**src/rtl/game_scene_ctrl.sv**
```systemverilog
// ---------------------------------------------------------------------------
// game_scene_ctrl
//
// Top-level game sequencer for the shooter. Owns the scene register
// (TITLE/PLAY/WIN/LOSE), the player life count, a 4-digit BCD score and the
// invincibility/blink timer that drives the player sprite visibility.
//
// Ports:
//   clk_25m     in   pixel clock
//   rst_n       in   asynchronous active-low reset
//   frame_tick  in   one-cycle pulse per frame (time base for all counters)
//   btn_start   in   debounced start button, level
//   hit_player  in   pulse: player collided with a bullet or enemy
//   kill_enemy  in   pulse: an enemy was destroyed
//   boss_dead   in   pulse: boss destroyed
//   scene       out  00 TITLE, 01 PLAY, 10 WIN, 11 LOSE (also the FSM state)
//   life        out  remaining lives, 3..0
//   score0..3   out  BCD score digits, score0 = ones, score3 = thousands
//   reimuE      out  player sprite visible
//   game_rst    out  one-cycle pulse on game start
//   play_en     out  high while scene == PLAY
//
// Event protocol: hit_player, kill_enemy, boss_dead and frame_tick are
// single-cycle pulses sampled on every rising clock edge; there is no
// back-pressure. btn_start is a level; only its rising edge acts. Every
// output is registered and reflects an event one cycle after its pulse.
// ---------------------------------------------------------------------------
module game_scene_ctrl #(
  parameter int INV_FRAMES   = 120,
  parameter int BLINK_FRAMES = 8,
  parameter int HOLD_FRAMES  = 60
) (
  input  logic       clk_25m,
  input  logic       rst_n,
  input  logic       frame_tick,
  input  logic       btn_start,
  input  logic       hit_player,
  input  logic       kill_enemy,
  input  logic       boss_dead,
  output logic [1:0] scene,
  output logic [1:0] life,
  output logic [3:0] score0,
  output logic [3:0] score1,
  output logic [3:0] score2,
  output logic [3:0] score3,
  output logic       reimuE,
  output logic       game_rst,
  output logic       play_en
);

  typedef enum logic [1:0] {
    SC_TITLE = 2'b00,
    SC_PLAY  = 2'b01,
    SC_WIN   = 2'b10,
    SC_LOSE  = 2'b11
  } scene_e;

  // Bit of inv_cnt whose value selects the on/off blink phase.
  localparam int BLINK_BIT = $clog2(BLINK_FRAMES);

  localparam logic [7:0] INV_LOAD  = 8'(INV_FRAMES);
  localparam logic [7:0] HOLD_LOAD = 8'(HOLD_FRAMES);

  scene_e      state_q, state_d;
  logic        btn_q;
  logic [1:0]  life_q, life_d;
  logic [15:0] score_q, score_d;
  logic [7:0]  inv_q, inv_d;
  logic [7:0]  hold_q, hold_d;
  logic        reimu_q, reimu_d;
  logic        game_rst_q, game_rst_d;
  logic        play_en_q, play_en_d;

  logic        start_re;
  logic        hit_ok;

  // Increment a packed 4-digit BCD value starting at digit 'pos' with ripple
  // carry. Bit 16 of the result is the carry out of the thousands digit.
  function automatic logic [16:0] bcd_inc(input logic [15:0] v, input int pos);
    logic [16:0] r;
    logic        carry;
    r     = {1'b0, v};
    carry = 1'b1;
    for (int i = 0; i < 4; i++) begin
      if (i >= pos && carry) begin
        if (r[i*4 +: 4] == 4'd9) begin
          r[i*4 +: 4] = 4'd0;
        end else begin
          r[i*4 +: 4] = r[i*4 +: 4] + 4'd1;
          carry       = 1'b0;
        end
      end
    end
    r[16] = carry;
    return r;
  endfunction

  // Score adder: +1 on kill, then +100 on boss; any carry out of the
  // thousands digit means the true sum exceeded 9999, so saturate.
  logic [16:0] kill_sum;
  logic [16:0] boss_sum;
  logic [15:0] kill_val;
  logic        score_ovf;
  logic [15:0] score_add;

  assign kill_sum  = bcd_inc(score_q, 0);
  assign kill_val  = kill_enemy ? kill_sum[15:0] : score_q;
  assign boss_sum  = bcd_inc(kill_val, 2);
  assign score_ovf = (kill_enemy & kill_sum[16]) | (boss_dead & boss_sum[16]);
  assign score_add = score_ovf ? 16'h9999 : (boss_dead ? boss_sum[15:0] : kill_val);

  assign start_re = btn_start & ~btn_q;
  // A boss kill in the same cycle overrides the hit.
  assign hit_ok   = hit_player & ~boss_dead & (inv_q == 8'd0);

  // ---------------- state register ----------------
  // btn_q resets high so a button held through reset is not a start edge.
  always_ff @(posedge clk_25m or negedge rst_n) begin
    if (!rst_n) begin
      state_q    <= SC_TITLE;
      btn_q      <= 1'b1;
      life_q     <= 2'd3;
      score_q    <= 16'h0000;
      inv_q      <= 8'd0;
      hold_q     <= 8'd0;
      reimu_q    <= 1'b0;
      game_rst_q <= 1'b0;
      play_en_q  <= 1'b0;
    end else begin
      state_q    <= state_d;
      btn_q      <= btn_start;
      life_q     <= life_d;
      score_q    <= score_d;
      inv_q      <= inv_d;
      hold_q     <= hold_d;
      reimu_q    <= reimu_d;
      game_rst_q <= game_rst_d;
      play_en_q  <= play_en_d;
    end
  end

  // ---------------- next-state logic ----------------
  always_comb begin
    state_d = state_q;
    unique case (state_q)
      SC_TITLE: if (start_re) state_d = SC_PLAY;
      SC_PLAY: begin
        if (boss_dead)                       state_d = SC_WIN;
        else if (hit_ok && life_q == 2'd1)   state_d = SC_LOSE;
      end
      SC_WIN, SC_LOSE: if (start_re && hold_q == 8'd0) state_d = SC_TITLE;
      default: state_d = SC_TITLE;
    endcase
  end

  // Game datapath: lives, score, invincibility and hold counters.
  always_comb begin
    life_d  = life_q;
    score_d = score_q;
    inv_d   = inv_q;
    hold_d  = hold_q;
    unique case (state_q)
      SC_TITLE: begin
        if (start_re) begin
          life_d  = 2'd3;
          score_d = 16'h0000;
          inv_d   = 8'd0;
        end
      end
      SC_PLAY: begin
        score_d = score_add;
        if (hit_ok) begin
          if (life_q == 2'd1) begin
            life_d = 2'd0;
          end else begin
            life_d = life_q - 2'd1;
            inv_d  = INV_LOAD;   // reload wins over a coincident frame_tick
          end
        end else if (frame_tick && inv_q != 8'd0) begin
          inv_d = inv_q - 8'd1;
        end
        if (state_d != SC_PLAY) hold_d = HOLD_LOAD;
      end
      SC_WIN, SC_LOSE: begin
        if (frame_tick && hold_q != 8'd0) hold_d = hold_q - 8'd1;
      end
      default: ;
    endcase
  end

  // ---------------- output logic ----------------
  // Outputs are computed from next-state values and registered, so they
  // change on the same edge that samples the triggering event.
  always_comb begin
    play_en_d  = (state_d == SC_PLAY);
    game_rst_d = (state_q == SC_TITLE) && start_re;
    // Sprite blinks while invincible; the inverted phase bit keeps it off
    // for the first aligned phase after a hit.
    reimu_d    = (state_d == SC_PLAY) && ((inv_d == 8'd0) || !inv_d[BLINK_BIT]);
  end

  assign scene    = state_q;
  assign life     = life_q;
  assign score0   = score_q[3:0];
  assign score1   = score_q[7:4];
  assign score2   = score_q[11:8];
  assign score3   = score_q[15:12];
  assign reimuE   = reimu_q;
  assign game_rst = game_rst_q;
  assign play_en  = play_en_q;

endmodule

```
**config.mk**
```make
export PLATFORM = sky130hd
export DESIGN_NAME = game_scene_ctrl
export DESIGN_NICKNAME = d
export VERILOG_FILES = /design/src/rtl/game_scene_ctrl.sv
export SDC_FILE = /design/constraint.sdc
export NUM_CORES = 1
export LEC_CHECK = 0
export CAP_MARGIN = 15
export CORE_UTILIZATION = 61
export CTS_CLUSTER_DIAMETER = 100
export DETAILED_ROUTE_END_ITERATION = 16
export HOLD_SLACK_MARGIN = 0.08
export PLACE_DENSITY = 0.85
export SLEW_MARGIN = 20
export SYNTH_ARGS = -nofsm -noshare
export SYNTH_HDL_FRONTEND = slang
export SYNTH_SLANG_ARGS = --single-unit
```
**constraint.sdc**
```tcl
create_clock -name clk_25m -period 4.8 [get_ports clk_25m]
set_input_delay 0.72 -clock clk_25m [delete_from_list [all_inputs] [get_ports clk_25m]]
set_output_delay 0.72 -clock clk_25m [all_outputs]
set_load 0.05 [all_outputs]
```
Yosys cells after proc, flatten, opt, wreduce, memory -nomap -nowiden

Cells that the tools add are included.

Register bits after elaboration: 40
Input bits: 7
Word-level logic and storage cells: 104

Bitwise logic cells: 8
Eq/ne operators: 16
Multiplexer cells: 42
Reduce and logical (&&, ||, !) cells: 20
Add/sub/neg operators: 9

Operators by type and width:

| operator            | number |
|---|---|
| $mux 16             | 4 |
| $mux 8              | 6 |
| $mux 4              | 10 |
| $pmux 16 s2         | 1 |
| $pmux 8 s2          | 2 |
| $add 4x1->4 const B | 6 |
| $eq 4x4->1 const B  | 6 |
| $logic_not 8->1     | 3 |
| $reduce_bool 8->1   | 2 |
| $sub 8x1->8 const B | 2 |
| $mux 2              | 7 |
| $mux 1              | 10 |
| $ne 2x2->1 const B  | 4 |
| $eq 2x1->1 const B  | 3 |
| $logic_and 1x1->1   | 6 |
| $pmux 2 s3          | 1 |
| $reduce_and 3->1    | 2 |
| $and 1x1->1         | 5 |
| $eq 2x2->1 const B  | 2 |
| $pmux 2 s2          | 1 |
| $reduce_bool 2->1   | 2 |
| $logic_not 2->1     | 1 |
| $ne 2x1->1 const B  | 1 |
| $not 1->1           | 2 |
| other kinds (6)     | 6 |

Longest topological paths before layout

Gate-level depths: netlist (run 1).

Depth after elaboration: 13
Mapped depth: 13
Mapped depth without buffers: 12

Least setup slack after synthesis (run 1)

No wires, ideal clock.

Path kind: reg-to-reg
From: register score_q[0]
To: register score_q[1]
Arrival: 2599 ps
Library setup time: 101 ps
Period minus slack after synthesis: 2700 ps
Data required time: 4699 ps
Slack: 2100 ps
Cell stages (with the launch flop): 10
Path through: dfrtp_1 > ha_1 > nand4b_1 > nor2_2 > mux2_2 > ha_1 > o211a_4 > nand4_4 > nand2_2 > o32ai_1

Cells in the longest elaborated chain, start to end: 13

RTL lines:

| item                   | RTL line | RTL |
|---|---|---|
| start, declared        | 67       | `logic [15:0] score_q, score_d;` |
| start signal, assigned | 133      | `score_q <= score_d;` |
| $eq 4x4->1             | 86       | `if (r[i*4 +: 4] == 4'd9) begin` |
| $mux 1                 | 86       |  |
| $mux 1 (2 in a row)    | 85       | `if (i >= pos && carry) begin` |
| $mux 4                 | 85       |  |
| $mux 16                | 107      | `assign kill_val = kill_enemy ? kill_sum[15:0] : score_q;` |
| $eq 4x4->1             | 86       |  |
| $mux 1                 | 86       |  |
| $mux 1                 | 85       |  |
| $and 1x1->1            | 109      | `assign score_ovf = (kill_enemy & kill_sum[16]) \| (boss_dead & boss_sum[16]);` |
| $or 1x1->1             | 109      |  |
| $mux 16 *              | 110      | `assign score_add = score_ovf ? 16'h9999 : (boss_dead ? boss_sum[15:0] : kill_val);` |
| $pmux 16 s2 *          | 162      | `unique case (state_q)` |

Every way passes the cells marked *; elsewhere a longest branch is shown, timed or not.
A chain may end at the register's enable or synchronous reset.

Worst setup path after layout (run 1)

From: input kill_enemy
To: register score_q[15]

Cells in the longest elaborated chain, start to end: 8

RTL lines:

| item                                                                | RTL line | RTL |
|---|---|---|
| start, declared                                                     | 38       | `input logic kill_enemy,` |
| parallel branches: the longest is 6 deep, another holds $add 4x1->4 | n/a      |  |
| $mux 16 *                                                           | 110      |  |
| $pmux 16 s2 *                                                       | 162      |  |

Every way passes the cells marked *.

==> reports/qor.txt, run 1 <==
outcome - finished clean
die area - 4780 sq um
row cnt - 24
final worst setup slack - 1650 ps
Hold Path Class - reg -> reg
dpl cell area - 3020 sq um
Synthesized Nets - 332
launching point of the worst reg2reg path - score_q[1]
Power Density - 493 nW/um^2
clk slew on worst S/H paths - 80 ps
Placer Congestion - 0.916
cells after synthesis - 311
RSZ-0062 raised after global routing - false
Resized Gates After CTS - 0
number of post-CTS setup repair buffers - 0
Final Core Density - 71.5%
area of the multi-input gates - 1590 sq um
CTS sink count - 40
setup TNS - 0 ps
crit end category - flop
Max Clock Skew - 8.38 ps
drt first pass iters - 5
startpoint types - primary input
Hold Buf Count CTS - 0
Fin Hold WS - 504 ps
minimum clock period - 3150 ps
synth warn - 0
max_cap viols - 0
register area share after synthesis - 36.5%
initial antenna violation count - 0
Final Power - 1.53 mW
achievable frequency - 0.318 GHz
min-delay src - hold_q[0]
ys flop type - dfrtp_1
Global Route Usage Sum - 28.2%
slowest CP cell - clkdlybuf4s50_1
max_slew headroom - 41.6%
vias in the first global route - 2334
first-pass GRT wire length - 10900 microns
Synth async-reset ratio - 100%
Worst Setup SP - kill_enemy
final setup fails - 0
core box area - 4350 sq um
CTS H-tree depth - 2
CP required - 5010 ps
post-layout net count - 353
pre-CTS WS - 1360 ps
CTS tree - done
share of cells above drive strength 1 - 9.01%
DP HPWL - 4350 microns
Finished Layout Cells - 385
synthesis-stage register bit count - 40
Initial DRC Count - 233
CTS root buf - clkbuf_8
Worst Path Max Fanout - 10
Pleak - 1.28 nW
syn avg cell area - 8.84 sq um
DR WL/cell - 16.2 microns
Least-Margin Pin Slew - 876 ps
Detailed Route WL - 6250 microns
Initial Util - 63.1%
Overflow after GRT - 0
worst skew pair latency - 290 ps
Placed Instances - 377
period utilisation layout - 65.5%
CTS Buf Count - 5
antenna cells - 0
Post-synth EDFFs - 0
final instance area - 3110 sq um
DR vias/cell - 6.32
I/O pins - 30
most frequent cells in the layout - dfrtp_1 (37), o21ai_0 (30), clkdlybuf4s50_1 (28)
port bufs - 29
Detail Route Antenna Nets - 0
commonest non-fill, non-tap cell in the layout - dfrtp_1
Post-Syn Area - 2750 sq um
chip height - 69.1 microns
Max VDD drop - 0.000342 V
CP top delay family - simple AND/OR/NAND/NOR gates
pin count of the biggest net entering global routing - 41
Yosys cell types - 63
Crit Path Class - in -> reg
Layout fillers - 349
WP data arrival - 3360 ps
register area - 1000 sq um
area grow syn2layout - 13.2%
Final Max Tran Viols - 0
Post-route DRC - 0
critical path, cell by cell - clkdlybuf4s50_1, and4b_1, nand4_4, nor3_1, a21o_1, inv_1, ha_1, o21ai_0, o22ai_1, a32o_1, a31oi_1
vias - 2435
WP buf/inv - 2
Worst path max stage delay - 610 ps
Final Hold Vio Count - 0
clock tree buffer depth - 2
die width - 69.1 microns
synth_stat cells (7+ instances only):
cell / instances / area, sq um
nand2_1: 26 / 97.6
ha_1: 14 / 175
a31oi_1: 8 / 50.1
clkbuf_1: 8 / 30.0
dfrtp_1: 37 / 926
nand3_1: 13 / 65.1
a21oi_1: 20 / 100
nor2_1: 24 / 90.1
inv_1: 18 / 67.6
o21ai_0: 30 / 150
nor3_1: 7 / 35.0
worst register-to-register path, delay by kind of cell, from the launching register on:
kind | cells | cell delay, ps
and+or+nand+nor | 3 | 920
AOI/OAI and AO/OA | 5 | 770
adders and majority gates | 2 | 440
DFF | 1 | 420
buffers and inverters | 2 | 140
logic make-up after synthesis:
kind of cell / count (synthesis) / share of synthesized area [%]
adder cells (fa/ha/maj): 14 / 6.37
XOR/XNOR: 9 / 2.87
flip-flops: 40 / 36.6
multiplexers: 7 / 2.59
AO/OA/AOI/OAI: 91 / 21.6
buffers and inverters: 34 / 5.51
AND/OR/NAND/NOR: 116 / 24.5
routing by layer:
layer	up-vias	share of wire [%]	global-route usage, %
met3	14	4.3	4.97
met2	69	48	46.5
met1	1175	45	36.5
met4	0	2.4	12.2
met5	-	0	0
li1	1177	-	-
path summary, 6_finish.rpt:
kind	cells after the start	slack, ps	endpoint
setup / recovery	11	1650	score_q[15]
hold reg to reg	1	500	hold_q[0]
hold / removal	1	500	hold_q[0]
min in group asynchronous	1	540	score_q[11]
max in group asynchronous	1	3700	inv_q[0]
setup reg to reg	12	2020	score_q[15]
report_power, final:
group	switching [mW]	internal (mW)	total (mW)
clock network	0.116	0.117	0.233
registers	0.130	0.439	0.569
logic	0.466	0.266	0.732
cell type report:
| cell class | count | share of cell area [%] |
|---|---|---|
| clock buffer | 8 | 2.89 |
| inverter | 18 | 2.17 |
| tap | 52 | 2.09 |
| multi-input combinational | 237 | 51.2 |
| timing repair buffer | 30 | 9.41 |
| sequential | 40 | 32.3 |
(Power assumes the default switching activity.)
==> inputs of run 2 (changes only) <==
- CORE_UTILIZATION: 61 -> 51
- PLACE_DENSITY: 0.85 -> 0.76
- clock period: 4.8 -> 2.65 ns (I/O delays scaled with it)
==> run 2 against run 1 <==
Cell count is 9.6% higher. Register-to-register slack got worse by 1900 ps. Cell area grew 5.9%. Clock power up 87%. Utilization decreased by 7.3 points. Clock-buffer cell count is 2 lower. Clock skew is 2.4 ps lower. Flip-flop and latch count is the same. Critical path depth down 1. Non-clock buffer count increased by 19. Critical path type is now reg -> reg. Largest cell class unchanged. Largest power group unchanged.
==> reports/qor.txt, run 2 (synthesized netlist as in run 1, its figures left out) <==
outcome - finished clean
CP endpoint - score_q[1]
most frequent cells in the layout - dfrtp_1 (36), o21ai_0 (30), clkdlybuf4s50_1 (28)
vias - 2464 (+1.2%)
WP data arrival - 2680 ps (-680 ps)
achievable frequency - 0.402 GHz
final worst setup slack - 165 ps (-1490 ps)
drt first pass iters - 4 (-1)
Worst Path Max Fanout - 7 (-3)
area grow syn2layout - 20.0%
commonest non-fill, non-tap cell in the layout - dfrtp_1
R2R setup slack - 160 ps (-1860 ps)
CTS tree - done
Reg2Reg Depth - 10 (-2)
Placed Instances - 414 (+9.8%)
Power Density - 862 nW/um^2 (+75%)
port bufs - 29 (unchanged)
Max Clock Skew - 5.97 ps (-2.40 ps)
CTS Buf Count - 5 (unchanged)
final setup fails - 0 (unchanged)
chip height - 75.4 microns (+9.1%)
pre-CTS WS - -43.3 ps (-1400 ps)
Placer Congestion - 0.859 (-6.2%)
Worst Setup SP - score_q[1]
Pleak - 1.38 nW (+7.5%)
initial antenna violation count - 0 (unchanged)
Post-route DRC - 0 (unchanged)
launching point of the worst reg2reg path - score_q[1]
minimum clock period - 2490 ps
post-layout net count - 372 (+5.4%)
die width - 75.4 microns (+9.1%)
Crit Path Class - reg -> reg
Initial Util - 53.5% (-9.7 points)
Max VDD drop - 0.000510 V (+49%)
Least-Margin Pin Slew - 906 ps (+29.9 ps)
Initial DRC Count - 150 (-36%)
CTS H-tree depth - 2 (unchanged)
antenna cells - 0 (unchanged)
clk slew on worst S/H paths - 80 ps (about the same)
row cnt - 26 (+8.3%)
crit end category - flop
max_slew headroom - 39.6% (-2.0 points)
DP HPWL - 4730 microns (+8.8%)
core box area - 5140 sq um (+18%)
Global Route Usage Sum - 25.0% (-3.2 points)
vias in the first global route - 2367 (+1.4%)
CTS sink count - 40 (unchanged)
Detailed Route WL - 6280 microns (+0.42%)
DR WL/cell - 14.9 microns (-8.4%)
period utilisation layout - 93.8%
first-pass GRT wire length - 10800 microns (-0.57%)
I/O pins - 30 (unchanged)
Finished Layout Cells - 422 (+9.6%)
startpoint types - flop
clock tree buffer depth - 2 (unchanged)
FF-to-FF End - score_q[1]
Layout fillers - 462 (+32%)
Overflow after GRT - 0 (unchanged)
Final Max Tran Viols - 0 (unchanged)
Fin Hold WS - 219 ps (-285 ps)
CTS root buf - clkbuf_8
RSZ-0062 raised after global routing - false
max_cap viols - 0 (unchanged)
share of cells above drive strength 1 - 15.6% (+6.6 points)
DR vias/cell - 5.84 (-7.7%)
pin count of the biggest net entering global routing - 41 (unchanged)
CP required - 2850 ps (-2160 ps)
Final Hold Vio Count - 0 (unchanged)
Hold Path Class - in -> async
Detail Route Antenna Nets - 0 (unchanged)
worst skew pair latency - 300 ps (about the same)
die area - 5690 sq um (+19%)
==> run 2: cell count changes in the layout (fill, tap and decap cells not counted) <==
cell | previous run | this run
dfrtp_2 | 0 | 1
and3b_1 | 2 | 1
xnor2_1 | 6 | 5
dfrtp_1 | 37 | 36
clkinvlp_4 | 0 | 2
ha_1 | 14 | 13
and3b_2 | 0 | 1
buf_4 | 1 | 20
xnor2_2 | 0 | 1
clkbuf_1 | 2 | 0
ha_2 | 0 | 1
==> run 2: timing repair <==
item	4_1_cts	5_1_grt
buffers inserted	0	0
hold buffers	0	0
gates resized for setup	0	3
endpoints found under the setup margin	0	10
==> run 2: metrics by stage <==
stage / setup TNS [ps] / utilization, % / instance area [sq um] / total power, mW
6_report: 0 / 64.2 / 3300 / 2.84
5_1_grt: 0 / 64.2 / 3300 / 3.06
4_1_cts: 0 / 63.9 / 3290 / 2.86
2_1_floorplan: 0 / - / 2750 / 1.99
3_5_place_dp: -47.1 / 62.0 / 3190 / 2.41
3_3_place_gp: 0 / 62.0 / 3190 / 2.37
==> run 2: cell type report <==
type                    count  area, sq um  area share (%)
inverters                  18         67.6            2.05
repair buffers             49          435            13.2
flip-flops and latches     40         1010            30.5
well taps                  70         87.6            2.66
multi-input cells         237         1600            48.6
clock inverters             2         15.0           0.455
clock buffers               6         82.6            2.50
==> run 2: how the worst min path moves through the flow <==
| stage | to | slack [ps] | cells after the start |
|---|---|---|---|
| after floorplan | async pin | 100 | 0 |
| after global placement | flop | 490 | 2 |
| after detailed placement | flop | 500 | 2 |
| after CTS | score_q[6] | 260 | 1 |
| after global routing | score_q[6] | 300 | 1 |
| final | score_q[3] | 220 | 1 |
==> run 2: critical path: stages, from the launching register on <==
cell	delay, ps
dfrtp_1	410
inv_1	80
ha_1	200
nand4b_1	170
nor2_2	150
mux2_2	380
ha_1	220
o211a_4	170
nand4_4	150
nand2_2	140
o32ai_1	300
==> run 2: report_power, final <==
group          internal [mW]  switching (mW)  leakage (nW)  total (mW)
logic                  0.534           0.873         0.818        1.41
clock network          0.211           0.224        0.0434       0.435
registers              0.797           0.203         0.515        1.00
total                   1.54            1.30          1.38        2.84
==> run 2: layer usage <==
metal / vias to the layer above / track usage, % / routed length, microns
met3: 7 / 4.63 / 315
met5: - / 0 / 0
met4: 0 / 8.23 / 65
met2: 74 / 42.6 / 3080
met1: 1163 / 32.2 / 2820
li1: 1220 / - / -
